`src/rtl/nibble_serial_adder_ctrl_pkg.sv`:
```
// nibble_serial_adder_ctrl_pkg: shared state encoding and nibble width for the serial adder
package nibble_serial_adder_ctrl_pkg;
    localparam int NIBBLE_W = 4;
    typedef enum logic [1:0] {
        ST_IDLE = 2'd0,
        ST_RUN  = 2'd1,
        ST_DONE = 2'd2
    } state_t;
endpackage

```
`src/rtl/carry_select_adder.sv`:
```
// carry_select_adder: 4-bit adder, low pair ripples, high pair precomputed for both carries
module carry_select_adder (
    input  logic [3:0] a,
    input  logic [3:0] b,
    input  logic       c_in,
    output logic [3:0] sum,
    output logic       c_out
);
    logic [2:0] lo, hi0, hi1;
    assign lo  = {1'b0, a[1:0]} + {1'b0, b[1:0]} + {2'b0, c_in};
    assign hi0 = {1'b0, a[3:2]} + {1'b0, b[3:2]};
    assign hi1 = {1'b0, a[3:2]} + {1'b0, b[3:2]} + 3'd1;
    assign sum   = {lo[2] ? hi1[1:0] : hi0[1:0], lo[1:0]};
    assign c_out = lo[2] ? hi1[2] : hi0[2];
endmodule

```
`src/rtl/nibble_serial_adder_ctrl.sv`:
```
// nibble_serial_adder_ctrl: WIDTH-bit add/sub sequenced through one 4-bit adder, LSB nibble first
module nibble_serial_adder_ctrl
    import nibble_serial_adder_ctrl_pkg::*;
#(
    parameter int WIDTH = 16
) (
    input  logic             clk,
    input  logic             rst_n,
    input  logic             in_valid,
    output logic             in_ready,
    input  logic [WIDTH-1:0] a,
    input  logic [WIDTH-1:0] b,
    input  logic             c_in,
    input  logic             sub,
    output logic             out_valid,
    input  logic             out_ready,
    output logic [WIDTH-1:0] sum,
    output logic             c_out,
    output logic             overflow
);
    localparam int NIBBLES = WIDTH / NIBBLE_W;
    localparam int CW = $clog2(NIBBLES);

    state_t state, state_nxt;
    logic [WIDTH-1:0] a_r, b_r;
    logic carry, accept, last, nib_c;
    logic [CW-1:0] nib_cnt;
    logic [NIBBLE_W-1:0] a_nib, b_nib, nib_sum;

    assign accept = in_valid & in_ready;
    assign last   = nib_cnt == CW'(NIBBLES - 1);
    assign a_nib  = a_r[nib_cnt*NIBBLE_W +: NIBBLE_W];
    assign b_nib  = b_r[nib_cnt*NIBBLE_W +: NIBBLE_W];

    carry_select_adder u_csa (
        .a     (a_nib),
        .b     (b_nib),
        .c_in  (carry),
        .sum   (nib_sum),
        .c_out (nib_c)
    );

    always_ff @(posedge clk or negedge rst_n) begin
        if (!rst_n) state <= ST_IDLE;
        else        state <= state_nxt;
    end

    always_comb begin
        in_ready  = (state == ST_IDLE) || (state == ST_DONE && out_ready);
        out_valid = state == ST_DONE;
        state_nxt = accept                           ? ST_RUN  :
                    (state == ST_RUN && last)        ? ST_DONE :
                    (state == ST_DONE && out_ready)  ? ST_IDLE : state;
    end

    // b is stored pre-inverted for subtract so RUN is identical for both modes
    always_ff @(posedge clk or negedge rst_n) begin
        if (!rst_n) begin
            a_r      <= '0;
            b_r      <= '0;
            carry    <= 1'b0;
            nib_cnt  <= '0;
            sum      <= '0;
            c_out    <= 1'b0;
            overflow <= 1'b0;
        end else if (accept) begin
            a_r      <= a;
            b_r      <= sub ? ~b : b;
            carry    <= sub | c_in;
            nib_cnt  <= '0;
            sum      <= '0;
            c_out    <= 1'b0;
            overflow <= 1'b0;
        end else if (state == ST_RUN) begin
            sum[nib_cnt*NIBBLE_W +: NIBBLE_W] <= nib_sum;
            carry <= nib_c;
            if (!last) nib_cnt <= nib_cnt + 1'b1;
            if (last) begin
                c_out    <= nib_c;
                overflow <= (a_r[WIDTH-1] == b_r[WIDTH-1]) && (nib_sum[NIBBLE_W-1] != a_r[WIDTH-1]);
            end
        end
    end
endmodule
```
`config.mk`:
```
export PLATFORM = sky130hd
export DESIGN_NAME = nibble_serial_adder_ctrl
export DESIGN_NICKNAME = d
export VERILOG_FILES = /design/src/rtl/nibble_serial_adder_ctrl_pkg.sv /design/src/rtl/carry_select_adder.sv /design/src/rtl/nibble_serial_adder_ctrl.sv
export SDC_FILE = /design/constraint.sdc
export NUM_CORES = 1
export LEC_CHECK = 0
export BUFFER_PORTS_ARGS = -buffer_cell sky130_fd_sc_hd__buf_2
export CORE_ASPECT_RATIO = 0.6
export CORE_MARGIN = 5
export CORE_UTILIZATION = 60
export CTS_BUF_LIST = sky130_fd_sc_hd__clkbuf_4
export DETAILED_ROUTE_END_ITERATION = 10
export PLACE_DENSITY = 0.91
export SETUP_SLACK_MARGIN = 0.05
export SLEW_MARGIN = 20
export SYNTH_ARGS = -nofsm -noshare
export SYNTH_HDL_FRONTEND = slang
export SYNTH_HIERARCHICAL = 1
export SYNTH_SLANG_ARGS = --single-unit
```
`constraint.sdc`:
```
create_clock -name clk -period 8.3 [get_ports clk]
set_input_delay 0 -clock clk [delete_from_list [all_inputs] [get_ports clk]]
set_output_delay 0 -clock clk [all_outputs]
set_load 0.03 [all_outputs]
```
Word-level counts from Yosys, hierarchy flattened
Cells that the tools add are included.
{"block": "classes", "n_addsub": 6, "eq_ne": 6, "shifts": 4, "mux": 20, "n_bitwise": 3, "n_reduce_logical": 10}
{"op": "two-way mux 16 bit", "n": 3}
{"op": "negation 4 -> 34 bit", "n": 1}
{"op": "variable shift 4 x 34 -> 16 bit (first input constant)", "n": 1}
{"op": "indexed part select 4 x 34 -> 16 bit", "n": 1}
{"op": "indexed part select 16 x 5 -> 4 bit", "n": 2}
{"op": "bitwise mux 16 bit", "n": 1}
{"op": "inverter 16 bit", "n": 1}
{"op": "two-way mux 2 bit", "n": 7}
{"op": "two-way mux 1 bit", "n": 9}
{"op": "adder 2 x 2 -> 3 bit", "n": 2}
{"op": "== test 2 bit (second input constant)", "n": 2}
{"op": "AND reduction 2 bit", "n": 2}
{"op": "nonzero test 2 bit", "n": 2}
{"op": "adder 3 x 1 -> 3 bit", "n": 1}
{"op": "adder 3 x 1 -> 3 bit (second input constant)", "n": 1}
{"op": "logical AND 1 bit", "n": 3}
{"op": "nonzero test 3 bit", "n": 1}
{"op": "adder 2 x 1 -> 2 bit (second input constant)", "n": 1}
{"op": "== test 2 x 1 -> 1 bit (second input constant)", "n": 1}
{"op": "zero test 2 bit", "n": 1}
{"op": "inequality test 2 bit (second input constant)", "n": 1}
{"op": "bitwise AND 1 bit", "n": 1}
{"op": "== test 1 bit", "n": 1}
{"op": "logical OR 1 bit", "n": 1}
{"op": "other kinds (2)", "n": 2}
{"block": "totals", "ff_bits": 55, "in_bits": 38, "out_inout_bits": 20}

Depth between registers and ports, before layout
Gate-level depths: netlist (run 1).
{"block": "depth", "ltp_word": 9, "ltp_mapped": 12, "ltp_nobuf": 11}

Cells and area by module
Netlist (run 1), hierarchy kept.
{"module": "nibble_serial_adder_ctrl", "n_inst": 1, "cells_per_inst": 203, "area_each_um2": 2580.0}
{"module": "carry_select_adder", "n_inst": 1, "cells_per_inst": 19, "area_each_um2": 151.4}

Least setup slack after synthesis (run 1)
No wires, ideal clock.
{"block": "synth_timing", "path_type": "register to register", "startpoint": "reg nib_cnt[0]", "endpoint": "reg overflow", "t_arrival_ps": 2783, "required_time_ps": 8178, "path_slack_ps": 5395, "path_stages_with_launch": 13, "n_path_buf": 1, "synth_period_minus_slack_ps": 2905, "cell_sequence": "dfrtp_1 > buf_2 > mux4_2 > ha_1 > inv_1 > fa_1 > inv_1 > ha_1 > nand2_1 > o21ai_0 > nand2b_1 > o21ai_0 > a32o_1"}
{"block": "synth_via", "elab_chain_len": 9, "elab_cells_between_ends": 15, "cone_classes": "add/sub (4); eq/ne (2); shift (2); mux (4); reduce/logical (3)"}
{"element": "from (decl)", "line": "nibble_serial_adder_ctrl.sv:27", "rtl": "logic [CW-1:0] nib_cnt;"}
{"element": "from (signal assigned)", "line": "nibble_serial_adder_ctrl.sv:77", "rtl": "if (!last) nib_cnt <= nib_cnt + 1'b1;"}
{"element": "indexed part select 16 x 5 -> 4 bit (*)", "line": "nibble_serial_adder_ctrl.sv:32", "rtl": "assign a_nib = a_r[nib_cnt*NIBBLE_W +: NIBBLE_W];"}
{"element": "named net a_nib[2]", "line": "nibble_serial_adder_ctrl.sv:28", "rtl": "logic [NIBBLE_W-1:0] a_nib, b_nib, nib_sum;"}
{"element": "adder 2 x 2 -> 3 bit (*)", "line": "carry_select_adder.sv:11, carry_select_adder.sv:12"}
{"element": "adder 3 x 1 -> 3 bit", "line": "carry_select_adder.sv:12", "rtl": "assign hi1 = {1'b0, a[3:2]} + {1'b0, b[3:2]} + 3'd1;"}
{"element": "two-way mux 2 bit (*)", "line": "carry_select_adder.sv:13", "rtl": "assign sum = {lo[2] ? hi1[1:0] : hi0[1:0], lo[1:0]};"}
{"element": "named net nib_sum[3]", "line": "nibble_serial_adder_ctrl.sv:28"}
{"element": "inequality test 1 bit (*)", "line": "nibble_serial_adder_ctrl.sv:80", "rtl": "overflow <= (a_r[WIDTH-1] == b_r[WIDTH-1]) && (nib_sum[NIBBLE_W-1] != a_r[WIDTH-1]);"}
{"element": "logical AND 1 bit (*)", "line": "nibble_serial_adder_ctrl.sv:80"}
{"element": "two-way mux 1 bit (*)", "line": "nibble_serial_adder_ctrl.sv:78", "rtl": "if (last) begin"}
{"element": "two-way mux 1 bit (*)", "line": "nibble_serial_adder_ctrl.sv:74", "rtl": "end else if (state == ST_RUN) begin"}
{"element": "two-way mux 1 bit (*)", "line": "nibble_serial_adder_ctrl.sv:66", "rtl": "end else if (accept) begin"}
{"element": "to (signal assigned)", "line": "nibble_serial_adder_ctrl.sv:80"}
{"element": "to (decl)", "line": "nibble_serial_adder_ctrl.sv:19", "rtl": "output logic overflow"}
Mark *: on every way through the listed nets, which the timed path passes. The rest lies on a longest branch. The select of a mux whose other input is x is not followed.
A chain may end at the register's enable or synchronous reset.

Worst setup path in the final report (run 1)
{"block": "layout_timing", "startpoint": "reg nib_cnt[0]", "endpoint": "reg overflow"}
{"block": "layout_via", "elab_chain_len": 9, "elab_cells_between_ends": 15, "cone_classes": "add/sub (4); eq/ne (2); shift (2); mux (4); reduce/logical (3)"}
{"element": "indexed part select 16 x 5 -> 4 bit", "line": "nibble_serial_adder_ctrl.sv:32"}
{"element": "named net a_nib[0]", "line": "nibble_serial_adder_ctrl.sv:28"}
{"element": "adder 2 x 2 -> 3 bit", "line": "carry_select_adder.sv:10", "rtl": "assign lo = {1'b0, a[1:0]} + {1'b0, b[1:0]} + {2'b0, c_in};"}
{"element": "adder 3 x 1 -> 3 bit", "line": "carry_select_adder.sv:10"}
{"element": "two-way mux 2 bit", "line": "carry_select_adder.sv:13"}
{"element": "named net nib_sum[3]", "line": "nibble_serial_adder_ctrl.sv:28"}
{"element": "inequality test 1 bit", "line": "nibble_serial_adder_ctrl.sv:80"}
{"element": "logical AND 1 bit", "line": "nibble_serial_adder_ctrl.sv:80"}
{"element": "two-way mux 1 bit", "line": "nibble_serial_adder_ctrl.sv:78"}
{"element": "two-way mux 1 bit", "line": "nibble_serial_adder_ctrl.sv:74"}
{"element": "two-way mux 1 bit", "line": "nibble_serial_adder_ctrl.sv:66"}
The timed path passes the listed nets, and every way through them passes these cells. The select of a mux whose other input is x is not followed.

==> flow_metrics.tcl, run 1 <==
set metrics [dict create \
    status "completed" \
    drc 0 \
    cts_setup_buffers 0 \
    vias 2075 \
    hold_ws_ns 0.1229 \
    syn_inst 222 \
    dp_worst_setup_slack_ns 4.908 \
    drtPass1Iterations 4 \
    io_pins 58 \
    fin_cells 373 \
    start_util 0.6079 \
    cts_hold_buf 34 \
    use_met2 0.3643 \
    cts.sinks 55 \
    avgSynthCellArea_um2 12.30 \
    grt_util_met1 0.3023 \
    reg2reg_depth 9 \
    drt_iter0_drc 112 \
    min_path_type "in2reg" \
    hold_violations 0 \
    yosysSeqAreaShare 0.5039 \
    routedWlPerCell_um 16.90 \
    drv_slew 0 \
    synth.ff_latch_count 55 \
    fmax_mhz 294.2 \
    use_met3 0.05257 \
    gr-total-overflow 0 \
    insertion_delay_ns 0.38 \
    nNetsFinal 357 \
    dpl_cell_area_mm2 0.003040 \
    syn_area_mm2 0.002731 \
    leakage_nw 1.582 \
    port_buffers 57 \
    grt_max_degree 56 \
    critical_path_peak_fanout 15 \
    worst_pin_slew_ns 0.8804 \
    stdcell_area_mm2 0.003438 \
    top_usage_layer "met2" \
    relSlewSlack 0.4131 \
    startpoint_type "flip-flop" \
    yosysWarnings 6 \
    place_congestion 0.8829 \
    die_y_um 62.26 \
    fp.dieW_um 97.11 \
    cap_violations 0 \
    yosysUniqueCellTypes 30 \
    antenna_cells 0 \
    rsz0062_at_grt "no" \
    min_period_ns 3.400 \
    post_cts_resize_count 0 \
    holdPathStages 3 \
    power.density_mw_per_mm2 411.0 \
    criticalPathCategory "reg2reg" \
    grt_pass1_vias 2150 \
    finalWorstSetupSlack_ns 4.900 \
    finalClockSkew_ns 0.003360 \
    numCtsBuffers 5 \
    drt.antenna.violating_nets 0 \
    fp.coreArea_mm2 0.004493 \
    cp.required_ns 8.59 \
    syn_nets 270 \
    dp_hpwl_um 4148 \
    cp.arrival_ns 3.69 \
    finalCritPeriodShare 0.4096 \
    path_clk_slew_ns 0.15 \
    grt_pass1_wl_um 10650 \
    rows 19 \
    grt_use_total 0.2249 \
    cts_tree "done" \
    placedCellCount 331 \
    via_per_inst 5.563 \
    setup_viol 0 \
    ir_worst_vdd_uv 233.2 \
    clk_path_buf_depth 2 \
    crit_path_end_kind "flip-flop" \
    htreeDepth 2 \
    routed_wl_um 6305 \
    layout-drive-gt1-share 0.3065 \
    area_growth_pct 25.88 \
    n_fill_cell 288 \
    clockRootBuffer "clkbuf_4" \
    die_area_mm2 0.006046 \
    tns_ns 0 \
    antenna_found_initial 0 \
]
## flip-flops by register name (all words and copies together), names as in the netlist
register,count
a_r,16
b_r,16
c_out,1
carry,1
nib_cnt,2
overflow,1
state,2
sum,16
## cell usage after synthesis
master	instances	area, µm²
buf_2	11	55.05
nor2_1	6	22.52
a22o_1	8	70.07
inv_1	11	41.29
and2_4	1	8.760
mux2_2	16	180.2
a32o_1	6	60.06
fa_1	3	60.06
xor2_1	2	17.52
nand4_1	4	25.02
mux2i_1	3	30.03
nor2b_1	3	18.77
mux4_2	8	180.2
nor3b_1	2	15.01
and4b_1	1	10.01
xnor2_1	17	148.9
nand3b_1	2	15.01
a22oi_2	2	25.02
and2b_1	1	7.510
buf_6	1	11.26
nand2_2	1	6.260
and4_1	2	17.52
nand2b_1	2	12.51
nand2_1	7	26.28
dfrtp_1	55	1376
a2bb2oi_1	1	8.760
o21ai_0	2	10.01
ha_1	7	87.58
clkbuf_1	1	3.750
a21oi_1	36	180.2
## where the power goes
part | total (mW) | switching [mW] | internal (mW)
Sequential | 0.487 | 0.100 | 0.387
Clock | 0.119 | 0.0832 | 0.0361
Combinational | 0.807 | 0.470 | 0.337
Total | 1.41 | 0.653 | 0.760
## cell type report
type | instances | area, µm² | share of cell area
multi-input cells | 143 | 1244 | 0.3617
flip-flops and latches | 55 | 1376 | 0.4003
well taps | 63 | 78.83 | 0.02293
clock inverters | 2 | 12.51 | 0.003639
repair buffers | 93 | 640.6 | 0.1863
inverters | 11 | 41.29 | 0.01201
clock buffers | 6 | 45.04 | 0.01310
## logic make-up after synthesis
family	Yosys count	share of synthesized area
AO/OA/AOI/OAI	55	0.1296
XOR/XNOR	19	0.06093
adder cells (fa/ha/maj)	10	0.05405
buffers and inverters	24	0.04077
flip-flops	55	0.5039
multiplexers	27	0.1429
AND/OR/NAND/NOR	32	0.06780
## per-stage QoR
stage | utilization | power, mW
2_1_floorplan | - | 1.056
3_3_place_gp | 0.6767 | 1.219
3_5_place_dp | 0.6767 | 1.265
4_1_cts | 0.7652 | 1.396
5_1_grt | 0.7652 | 1.511
6_report | 0.7652 | 1.413
## worst max-delay path, stage by stage, from the launching register on
cell and delay [ns]:
dfrtp_1 0.84, mux4_2 0.59, inv_1 0.09, fa_1 0.17
inv_1 0.05, fa_1 0.44, o21ai_0 0.60, nand3b_1 0.18
o21ai_0 0.08, a32o_1 0.26
## layer usage
layer  share of wire  vias up
li1                -      972
met1            0.43     1019
met2            0.48       78
met3           0.075        6
met4           0.012        0
met5               0        -
## cells in the final DEF, fill, tap and decap left out, types with 6 or more instances in the layout
cell type / n
buf_2: 57
dfrtp_1: 55
a21oi_1: 36
dlygate4sd3_1: 34
xnor2_1: 17
mux2_2: 16
inv_1: 11
mux4_2: 8
a22o_1: 8
nand2_1: 7
ha_1: 7
a32o_1: 6
nor2_1: 6
clkbuf_4: 6
## final timing paths
path	slack [ns]	endpoint	start
setup / recovery	4.90	overflow	nib_cnt[0]
max in group asynchronous	7.62	b_r[12]	rst_n
hold reg to reg	0.52	sum[14]	sum[14]
setup reg to reg	4.90	overflow	nib_cnt[0]
min in group asynchronous	0.25	state[0]	rst_n
hold / removal	0.12	carry	sub
Note: power is estimated with default switching activity, not from simulation.
==> run 2, diff against run 1 <==
ABC_AREA = 1   (was default)
CORE_UTILIZATION = 52   (was 60)
PLACE_DENSITY = 0.83   (was 0.91)
clock period = 2.8 ns   (was 8.3 ns; I/O delays follow)
==> flow_metrics.tcl, run 2 <==
set metrics [dict create \
    syn_nets 417 \
    clockRootBuffer "clkbuf_4" \
    place_congestion 0.8808 \
    fp.coreArea_mm2 0.005570 \
    grt_pass1_wl_um 11390 \
    worst_pin_slew_ns 0.9276 \
    clk_path_buf_depth 2 \
    yosysSeqAreaShare 0.4595 \
    relSlewSlack 0.3809 \
    min_period_ns 2.662 \
    drt.antenna.violating_nets 0 \
    synthTopCellsByArea "dfrtp_1, nand2_1, nand3_1" \
    yosysMostFrequentCell "nand2_1" \
    fmax_mhz 375.6 \
    finalCritPeriodShare 0.9508 \
    start_util 0.5377 \
    grt_pass1_vias 2481 \
    grt_use_total 0.1962 \
    yosysUniqueCellTypes 25 \
    mostFrequentLayoutCell "nand2_1" \
    fp.dieW_um 108.0 \
    hold_violations 0 \
    avgSynthCellArea_um2 8.118 \
    io_pins 58 \
    synth_common_cells "nand2_1, dfrtp_1, nor2_1" \
    criticalPathCategory "reg2reg" \
    power.density_mw_per_mm2 1253 \
    cp.arrival_ns 2.98 \
    port_buffers 57 \
    hold_ws_ns 0.01283 \
    drc 0 \
    dpl_cell_area_mm2 0.003287 \
    die_y_um 68.79 \
    ys.flop_type "dfrtp_1" \
    cp_num_buf_inv 4 \
    die_area_mm2 0.007428 \
    cpLargestDelayFamily "adder cells" \
    critical_path_peak_fanout 8 \
    startpoint_type "flip-flop" \
    leakage_nw 1.979 \
    grt_max_degree 75 \
    drv_slew 0 \
    cts_tree "done" \
    finalClockSkew_ns 0.01013 \
    n_fill_cell 448 \
    antenna_found_initial 0 \
    yosysWarnings 6 \
    vias 2769 \
    routed_wl_um 7447 \
    cp.required_ns 3.12 \
    synth-async-reset-ratio 1.000 \
    power.total_mw 4.883 \
    htreeDepth 2 \
    synth.ff_latch_count 55 \
    syn_area_mm2 0.002995 \
    crit_chain "buf_12, buf_4, nor2_1, o22ai_1, ha_2, inv_2, fa_2, inv_2, ha_4, nand2_2, o21ai_4, nand2_1, nor2_1, nand2_1, a21oi_1" \
    area_growth_pct 30.08 \
    drtPass1Iterations 5 \
    insertion_delay_ns 0.39 \
    cap_violations 0 \
    via_per_inst 5.053 \
    slowest_delay_ns 0.56 \
    numCtsBuffers 5 \
    syn_inst 369 \
    nNetsFinal 515 \
    gr-total-overflow 0 \
    cts.sinks 55 \
    routedWlPerCell_um 13.59 \
    slowest_stage "fa_2" \
    final_cell_mix "nand2_1, buf_2, dfrtp_1" \
    setup_viol 0 \
    rows 21 \
    synth_top_area_share 0.4595 \
    status "completed" \
    antenna_cells 0 \
    ir_worst_vdd_uv 701.0 \
    dp_hpwl_um 5021 \
    rsz0062_at_grt "no" \
    top_regs "a_r (16), b_r (16), sum (16)" \
    crit_path_end_kind "flip-flop" \
    layout-drive-gt1-share 0.2543 \
    drt_iter0_drc 175 \
    path_clk_slew_ns 0.16 \
    min_path_type "in2reg" \
    synth_top_cell_by_area "dfrtp_1" \
    synth_edf_count 0 \
    stdcell_area_mm2 0.003896 \
]
-- run 2: worst reg2reg max path, stage by stage, from the launching register on --
cell and delay (ns):
dfrtp_2 0.50, buf_12 0.15, buf_4 0.10, nor2_1 0.04, o22ai_1 0.11, ha_2 0.20
inv_2 0.04, fa_2 0.56, inv_2 0.05, ha_4 0.27, nand2_2 0.06, o21ai_4 0.09
nand2_1 0.12, nor2_1 0.11, nand2_1 0.06, a21oi_1 0.13
-- run 2: cells by family (layout without fill, tap and decap cells) --
| family | after synthesis | count (layout) | synth area share |
|---|---|---|---|
| AND/OR/NAND/NOR | 192 | 192 | 0.2648 |
| flip-flops | 55 | 55 | 0.4595 |
| AO/OA/AOI/OAI | 49 | 49 | 0.09649 |
| buffers and inverters | 46 | 145 | 0.08020 |
| XOR/XNOR | 17 | 17 | 0.04971 |
| adder cells (fa/ha/maj) | 10 | 10 | 0.04929 |
-- run 2: layout make-up --
| type | count | area [µm²] | share of cell area |
|---|---|---|---|
| clock inverters | 3 | 20.02 | 0.005138 |
| multi-input cells | 268 | 1450 | 0.3722 |
| inverters | 27 | 107.6 | 0.02762 |
| flip-flops and latches | 55 | 1379 | 0.3539 |
| repair inverters | 1 | 7.507 | 0.001927 |
| well taps | 80 | 100.1 | 0.02569 |
| clock buffers | 5 | 37.54 | 0.009634 |
| repair buffers | 109 | 794.5 | 0.2039 |
-- run 2: final timing paths --
check / from / endpoint / slack [ns] / depth (start not counted)
max: nib_cnt[0] / sum[11] / 0.14 / 15
min: out_ready / state[1] / 0.01 / 4
max reg2reg: nib_cnt[0] / sum[11] / 0.14 / 15
min reg2reg: a_r[9] / a_r[9] / 0.49 / 2
max in group asynchronous: rst_n / b_r[12] / 1.85 / 3
min in group asynchronous: rst_n / a_r[5] / 0.18 / 2
-- run 2: what timing repair did --
item | CTS | global route
hold buffers | 34 | 0
pin swaps | 0 | 15
gates cloned | 0 | 2
endpoints found under the hold margin | 65 | 0
resized for setup | 5 | 33
setup buffers | 0 | 11
endpoints found under the setup margin | 5 | 10
-- run 2: routing by layer --
layer / routed length (µm) / GRT usage
met5: 0 / 0
met1: 3360 / 0.2645
met4: 63 / 0.04882
met2: 3576 / 0.3282
met3: 446 / 0.04279
-- run 2: power by group --
part | total, mW | switching [mW] | internal, mW
clock | 0.356 | 0.260 | 0.0964
combinational | 3.18 | 1.94 | 1.24
sequential | 1.35 | 0.232 | 1.12
total | 4.88 | 2.43 | 2.46
-- run 2: stage by stage --
stage	setup slack [ns]	util	TNS [ns]	instances
CTS	0.07533	0.6635	0	535
finish	0.1378	0.6995	0	548
global route	0.01961	0.6995	0	548
detailed placement	-0.04118	0.5901	-0.06150	493
global placement	0.1713	0.5901	0	493
floorplan	0.1228	-	0	369
